`src/rtl/game_pkg.sv`:
```
// Shared definitions for the game-round controller: state encoding, LFSR constants, counter width.
package game_pkg;

    localparam int unsigned CNT_W = 5;
    localparam int unsigned PAT_W = 8;
    localparam logic [PAT_W-1:0] DEFAULT_SEED = 8'hA5;
    // Feedback taps at bits 7,5,4,3
    localparam logic [PAT_W-1:0] LFSR_TAPS = 8'hB8;

    typedef enum logic [2:0] {
        S_IDLE   = 3'd0,
        S_CLEAR  = 3'd1,
        S_ISSUE  = 3'd2,
        S_WINDOW = 3'd3,
        S_GAP    = 3'd4,
        S_DONE   = 3'd5
    } state_t;

    function automatic logic [PAT_W-1:0] lfsr_next(input logic [PAT_W-1:0] v);
        return {v[PAT_W-2:0], ^(v & LFSR_TAPS)};
    endfunction

endpackage

```
`src/rtl/tick_prescaler.sv`:
```
// Divides the system clock into a one-cycle tick every TICK_DIV cycles, restartable by a sync clear.
module tick_prescaler #(
    parameter int unsigned TICK_DIV = 1000000
) (
    input  logic clock100m,
    input  logic reset,
    input  logic clear,
    output logic tick_c
);

    localparam int unsigned DIV_W = (TICK_DIV > 1) ? $clog2(TICK_DIV) : 1;

    logic [DIV_W-1:0] count;

    assign tick_c = (count == DIV_W'(TICK_DIV - 1));

    always_ff @(posedge clock100m or negedge reset) begin
        if (!reset) begin
            count <= '0;
        end else if (clear || tick_c) begin
            count <= '0;
        end else begin
            count <= count + DIV_W'(1);
        end
    end

endmodule

```
`src/rtl/pattern_scheduler.sv`:
```
// Game-round controller: clears the score, issues one LFSR target per round, times the
// response window and inter-round gap, and tallies hits and misses.
module pattern_scheduler
    import game_pkg::*;
#(
    parameter int unsigned ROUNDS       = 16,
    parameter int unsigned TICK_DIV     = 1000000,
    parameter int unsigned WINDOW_TICKS = 50,
    parameter int unsigned GAP_TICKS    = 20
) (
    input  logic             clock100m,
    input  logic             reset,
    input  logic             start,
    input  logic             abort,
    input  logic [PAT_W-1:0] seed,
    input  logic [PAT_W-1:0] calc_pattern,
    output logic [PAT_W-1:0] pattern,
    output logic             score_clear,
    output logic [CNT_W-1:0] round_idx,
    output logic [CNT_W-1:0] hit_count,
    output logic [CNT_W-1:0] miss_count,
    output logic             busy,
    output logic             done
);

    localparam int unsigned TICK_MAX = (WINDOW_TICKS > GAP_TICKS) ? WINDOW_TICKS : GAP_TICKS;
    localparam int unsigned TICK_W   = (TICK_MAX > 1) ? $clog2(TICK_MAX + 1) : 1;

    state_t            state;
    logic [PAT_W-1:0]  lfsr;
    logic [TICK_W-1:0] tick_cnt;
    logic              tick_c;
    logic              hit_c;
    logic              prescale_clear_c;

    assign hit_c = (calc_pattern == '0);

    // Prescaler restarts from zero on every WINDOW/GAP entry, including an early hit exit
    assign prescale_clear_c = !((state == S_WINDOW) || (state == S_GAP))
                            || ((state == S_WINDOW) && hit_c);

    tick_prescaler #(
        .TICK_DIV (TICK_DIV)
    ) u_tick_prescaler (
        .clock100m (clock100m),
        .reset     (reset),
        .clear     (prescale_clear_c),
        .tick_c    (tick_c)
    );

    always_ff @(posedge clock100m or negedge reset) begin
        if (!reset) begin
            state       <= S_IDLE;
            lfsr        <= DEFAULT_SEED;
            tick_cnt    <= '0;
            pattern     <= '0;
            score_clear <= 1'b0;
            round_idx   <= '0;
            hit_count   <= '0;
            miss_count  <= '0;
            busy        <= 1'b0;
            done        <= 1'b0;
        end else begin
            pattern     <= '0;
            score_clear <= 1'b0;
            done        <= 1'b0;
            if (abort && (state != S_IDLE)) begin
                state <= S_IDLE;
                busy  <= 1'b0;
            end else begin
                case (state)
                    S_IDLE: begin
                        if (start && !abort) begin
                            state       <= S_CLEAR;
                            busy        <= 1'b1;
                            score_clear <= 1'b1;
                            lfsr        <= (seed == '0) ? DEFAULT_SEED : seed;
                            round_idx   <= '0;
                            hit_count   <= '0;
                            miss_count  <= '0;
                        end
                    end
                    S_CLEAR: begin
                        state   <= S_ISSUE;
                        pattern <= lfsr;
                    end
                    S_ISSUE: begin
                        state    <= S_WINDOW;
                        tick_cnt <= '0;
                    end
                    // A hit wins over a coincident timeout
                    S_WINDOW: begin
                        if (hit_c) begin
                            hit_count <= hit_count + CNT_W'(1);
                            tick_cnt  <= '0;
                            state     <= S_GAP;
                        end else if (tick_c) begin
                            if (tick_cnt == TICK_W'(WINDOW_TICKS - 1)) begin
                                miss_count <= miss_count + CNT_W'(1);
                                tick_cnt   <= '0;
                                state      <= S_GAP;
                            end else begin
                                tick_cnt <= tick_cnt + TICK_W'(1);
                            end
                        end
                    end
                    S_GAP: begin
                        if (tick_c) begin
                            if (tick_cnt == TICK_W'(GAP_TICKS - 1)) begin
                                tick_cnt <= '0;
                                lfsr     <= lfsr_next(lfsr);
                                if (round_idx == CNT_W'(ROUNDS - 1)) begin
                                    state <= S_DONE;
                                    done  <= 1'b1;
                                    busy  <= 1'b0;
                                end else begin
                                    state     <= S_ISSUE;
                                    pattern   <= lfsr_next(lfsr);
                                    round_idx <= round_idx + CNT_W'(1);
                                end
                            end else begin
                                tick_cnt <= tick_cnt + TICK_W'(1);
                            end
                        end
                    end
                    S_DONE: begin
                        state <= S_IDLE;
                    end
                    default: begin
                        state <= S_IDLE;
                        busy  <= 1'b0;
                    end
                endcase
            end
        end
    end

endmodule

```
`config.mk`:
```
export PLATFORM = sky130hd
export DESIGN_NAME = pattern_scheduler
export DESIGN_NICKNAME = d
export VERILOG_FILES = /design/src/rtl/game_pkg.sv /design/src/rtl/tick_prescaler.sv /design/src/rtl/pattern_scheduler.sv
export SDC_FILE = /design/constraint.sdc
export NUM_CORES = 1
export LEC_CHECK = 0
export ABC_CLOCK_PERIOD_IN_PS = 3200
export CAP_MARGIN = 20
export CORE_UTILIZATION = 40
export CTS_BUF_LIST = sky130_fd_sc_hd__clkbuf_4 sky130_fd_sc_hd__clkbuf_8
export DETAILED_ROUTE_END_ITERATION = 8
export PLACE_DENSITY = 0.7
export SYNTH_ARGS = -nofsm -noshare
export SYNTH_HDL_FRONTEND = slang
export SYNTH_SLANG_ARGS = --single-unit
```
`constraint.sdc`:
```
create_clock -name clock100m -period 3.2 [get_ports clock100m]
set_input_delay 0.32 -clock clock100m [delete_from_list [all_inputs] [get_ports clock100m]]
set_output_delay 0.32 -clock clock100m [all_outputs]
set_load 0.02 [all_outputs]
```
==> metrics.md <==
| Metric | Value |
|---|---|
| Result of the run | finished clean |
| Share of final-layout standard cells stronger than drive strength 1 | about a tenth |
| Fin crit period | approximately 2.7 ns |
| Worst setup slack after layout | roughly 0.47 ns |
| Leading area contributor after synthesis | sky130_fd_sc_hd__dfrtp_1 |
| Origin of the critical flop-to-flop path | u_tick_prescaler.count[13] |
| Synth unique cells | 56 |
| Post-CTS setup buffer count | 0 |
| FF+latch count, synth | 63 |
| Largest voltage drop on the vdd net | around 0.19 mV |
| Unrepaired setup endpoints after global routing | false |
| Path category of the worst min-delay check | register to register |
| Ant. Diodes | 0 |
| Period Utilization, post-route | roughly 85% |
| Most instantiated flip-flop cell in the synthesis netlist | sky130_fd_sc_hd__dfrtp_1 |
| Sequential fraction of the synthesis area | between 40 and 50% |
| Total DRC errors in the routed layout | 0 |
| Placer congestion estimate | around 0.83 |
| Mean routed wirelength per cell | roughly 14 um |
| Cell count after synthesis | ~360 |
| Number of vias in the routed layout | about 2800 |
| Fmax | ~370 MHz |
| Post-route clock skew | roughly 0.0088 ns |
| Final total negative setup slack | 0 ns |
| Total wire length after detailed routing | 7.40 mm |
| Core area | 0.00822 mm^2 |
| Power Dens Cells | between 400 and 500 mW/mm^2 |
| H-tree levels | 3 |
| Ys async rst share | 100% |
| Final hold viol count | 0 |
| Detailed-route vias per instance | roughly 5.4 |
| Worst hold start | u_tick_prescaler.count[0] |
| Clock transition at path regs | ~0.070 ns |
| Combined global-route utilization of all metal layers | between 10% and 20% |
| Latest clock arrival within the worst-skew pair | between 0.3 and 0.4 ns |
| Antenna-violating nets left | 0 |
| Number of global-route vias before repair | 2733 |
| Crit start category | register |
| Overflow left after global routing | 0 |
| Iteration-0 DRC count of the detailed router | approximately 170 |
| Kind of critical path | register to register |
| CTS tree | yes |
| Final setup violation count | 0 |
| Die Width | around 94 um |
| Starting density of the core | 41.5% |
| Number of buffers created by CTS | 9 |
| Total number of clock tree sinks | between 60 and 70 |
| Clock root buffer | sky130_fd_sc_hd__clkbuf_8 |
| Area grow syn2layout | 23.4% |
| Syn. warnings | 0 |
| Pin count of the biggest net entering global routing | 40 |
| Initial antenna violation count | 0 |
| Fill cell instance count of the final layout | slightly below 800 |
| Relative slew margins | 47.0% |
| Maximum fanout count along the critical path | 7 |
| Number of top-level design ports | 46 |
| Post-synth EDFFs | 0 |
| Combined area of all synthesized cells | about 0.0034 mm^2 |
| Router iterations before antenna repair | 4 |
| Main area contributors after synthesis | sky130_fd_sc_hd__dfrtp_1 (43%), sky130_fd_sc_hd__nor2_1 (4.6%), sky130_fd_sc_hd__xnor2_1 (4.1%) |
| Synth Area per Inst | ~9.5 um^2 |
| Required time of the worst setup path | around 3.5 ns |
| Post-cts resize count | 0 |
| Net count reported at finish | 440 |
| Count of buffers inserted at the top-level ports | 45 |
| Num rows | 33 |
| Capturing element type of the critical path | register |
| Clock buffer depth | 2 |
| First element of the critical path | u_tick_prescaler.count[13] |
| Global-route wire length before repair | ~13 mm |
| Leakage power | 1.73 nW |
| Net count after synthesis | 387 |
| Count of final max-slew check failures | 0 |
| Total die area | 0.00891 mm^2 |
| Post-synth top area share | between 40 and 50% |
| Dpl ws | about 0.51 ns |
| Crit path DAT | approximately 3 ns |
| # Max-Cap Violations | 0 |
| Die Height | about 94 um |
| Slew at the pin closest to its max-slew limit | 0.790 ns |
| HPWL Detailed | about 5.4 mm |
[what timing repair did]
item	4_1_cts	5_1_grt
hold buffers	1	0
hold endpoints to repair	20	0
setup endpoints to repair	0	0
[area by class of cell]
| type | instances | area, um^2 | area share (%) |
|---|---|---|---|
| multi-input cells | 270 | 1730 | 41.1 |
| clock buffers | 11 | 145 | 3.45 |
| repair buffers | 53 | 508 | 12.1 |
| flip-flops and latches | 63 | 1580 | 37.5 |
| clock inverters | 5 | 57.6 | 1.37 |
| well taps | 105 | 131 | 3.12 |
| inverters | 15 | 56.3 | 1.34 |
[per-stage QoR]
step,std cells,power [W],instance area (um^2),hold WS [ns],util (%)
after floorplan,359,0.00103,3410,0.0244,-
after global placement,505,0.00112,4000,0.350,48.7
after detailed placement,505,0.00113,4000,0.342,48.7
after CTS,522,0.00183,4210,0.488,51.3
after global routing,522,0.00189,4210,0.513,51.3
final,522,0.00181,4210,0.484,51.3
[cell families (layout without fill, tap and decap cells)]
| logic type | count (synthesis) | count (layout) | synth area share [%] |
|---|---|---|---|
| buffers and inverters | 26 | 84 | 2.90 |
| multiplexers | 15 | 15 | 4.66 |
| XOR/XNOR | 24 | 24 | 6.16 |
| AO/OA/AOI/OAI | 63 | 63 | 12.6 |
| adder cells (fa/ha/maj) | 8 | 8 | 2.93 |
| AND/OR/NAND/NOR | 160 | 160 | 24.5 |
| flip-flops | 63 | 63 | 46.3 |
[cell usage after synthesis (9+ instances only)]
library cell               number
sky130_fd_sc_hd__clkbuf_1      10
sky130_fd_sc_hd__dfrtp_1       59
sky130_fd_sc_hd__inv_1         15
sky130_fd_sc_hd__nand2_1       36
sky130_fd_sc_hd__nand2b_1       9
sky130_fd_sc_hd__nand3_1       19
sky130_fd_sc_hd__nor2_1        42
sky130_fd_sc_hd__o21ai_0       11
sky130_fd_sc_hd__o22ai_1       10
sky130_fd_sc_hd__xnor2_1       16
[layout by cell type, fill, tap and decap left out, drive strengths merged, types with 7 or more instances in the layout]
cell,instances
xor2,8
nor3,8
o22ai,10
o21ai,16
a22o,8
buf,8
xnor2,16
clkbuf,11
nor2,42
nand2,36
clkdlybuf4s50,44
nand2b,9
a21oi,7
mux2i,8
nand3,19
or4,7
mux2,7
inv,15
ha,8
dfrtp,59
[where the power goes]
part / switching (W) / internal (W) / total, W
clock: 0.000309 / 0.000388 / 0.000696
combinational: 0.000106 / 0.000107 / 0.000213
sequential: 0.0000493 / 0.000849 / 0.000898
[routing by layer]
metal	routed length, um	vias to the layer above	GRT usage (%)
li1	-	1388	-
met1	3520	1364	25.0
met2	3510	49	28.9
met3	266	9	3.86
met4	103	0	7.18
met5	0	-	0
[critical path, stage by stage, from the launching register on]
cell,delay (ns)
sky130_fd_sc_hd__dfrtp_1,0.43
sky130_fd_sc_hd__or4_1,0.52
sky130_fd_sc_hd__or4_1,0.58
sky130_fd_sc_hd__or4_4,0.57
sky130_fd_sc_hd__or4_1,0.47
sky130_fd_sc_hd__nand3_1,0.09
[sequential cells by signal, indices dropped and copies added, names as in the netlist]
| signal | flops |
|---|---|
| busy | 1 |
| done | 1 |
| hit_count | 5 |
| lfsr | 8 |
| miss_count | 5 |
| pattern | 8 |
| round_idx | 5 |
| score_clear | 1 |
| state | 3 |
| tick_cnt | 6 |
| u_tick_prescaler.count | 20 |
[final timing paths]
path,endpoint,slack (ns),cells past startpoint
min in group asynchronous,round_idx[0],0.49,2
max in group asynchronous,miss_count[4],1.81,3
hold reg to reg,u_tick_prescaler.count[0],0.48,1
setup / recovery,miss_count[4],0.47,5
hold / removal,u_tick_prescaler.count[0],0.48,1
setup reg to reg,miss_count[4],0.47,5
No activity file was read; power rests on OpenSTA's default activity.
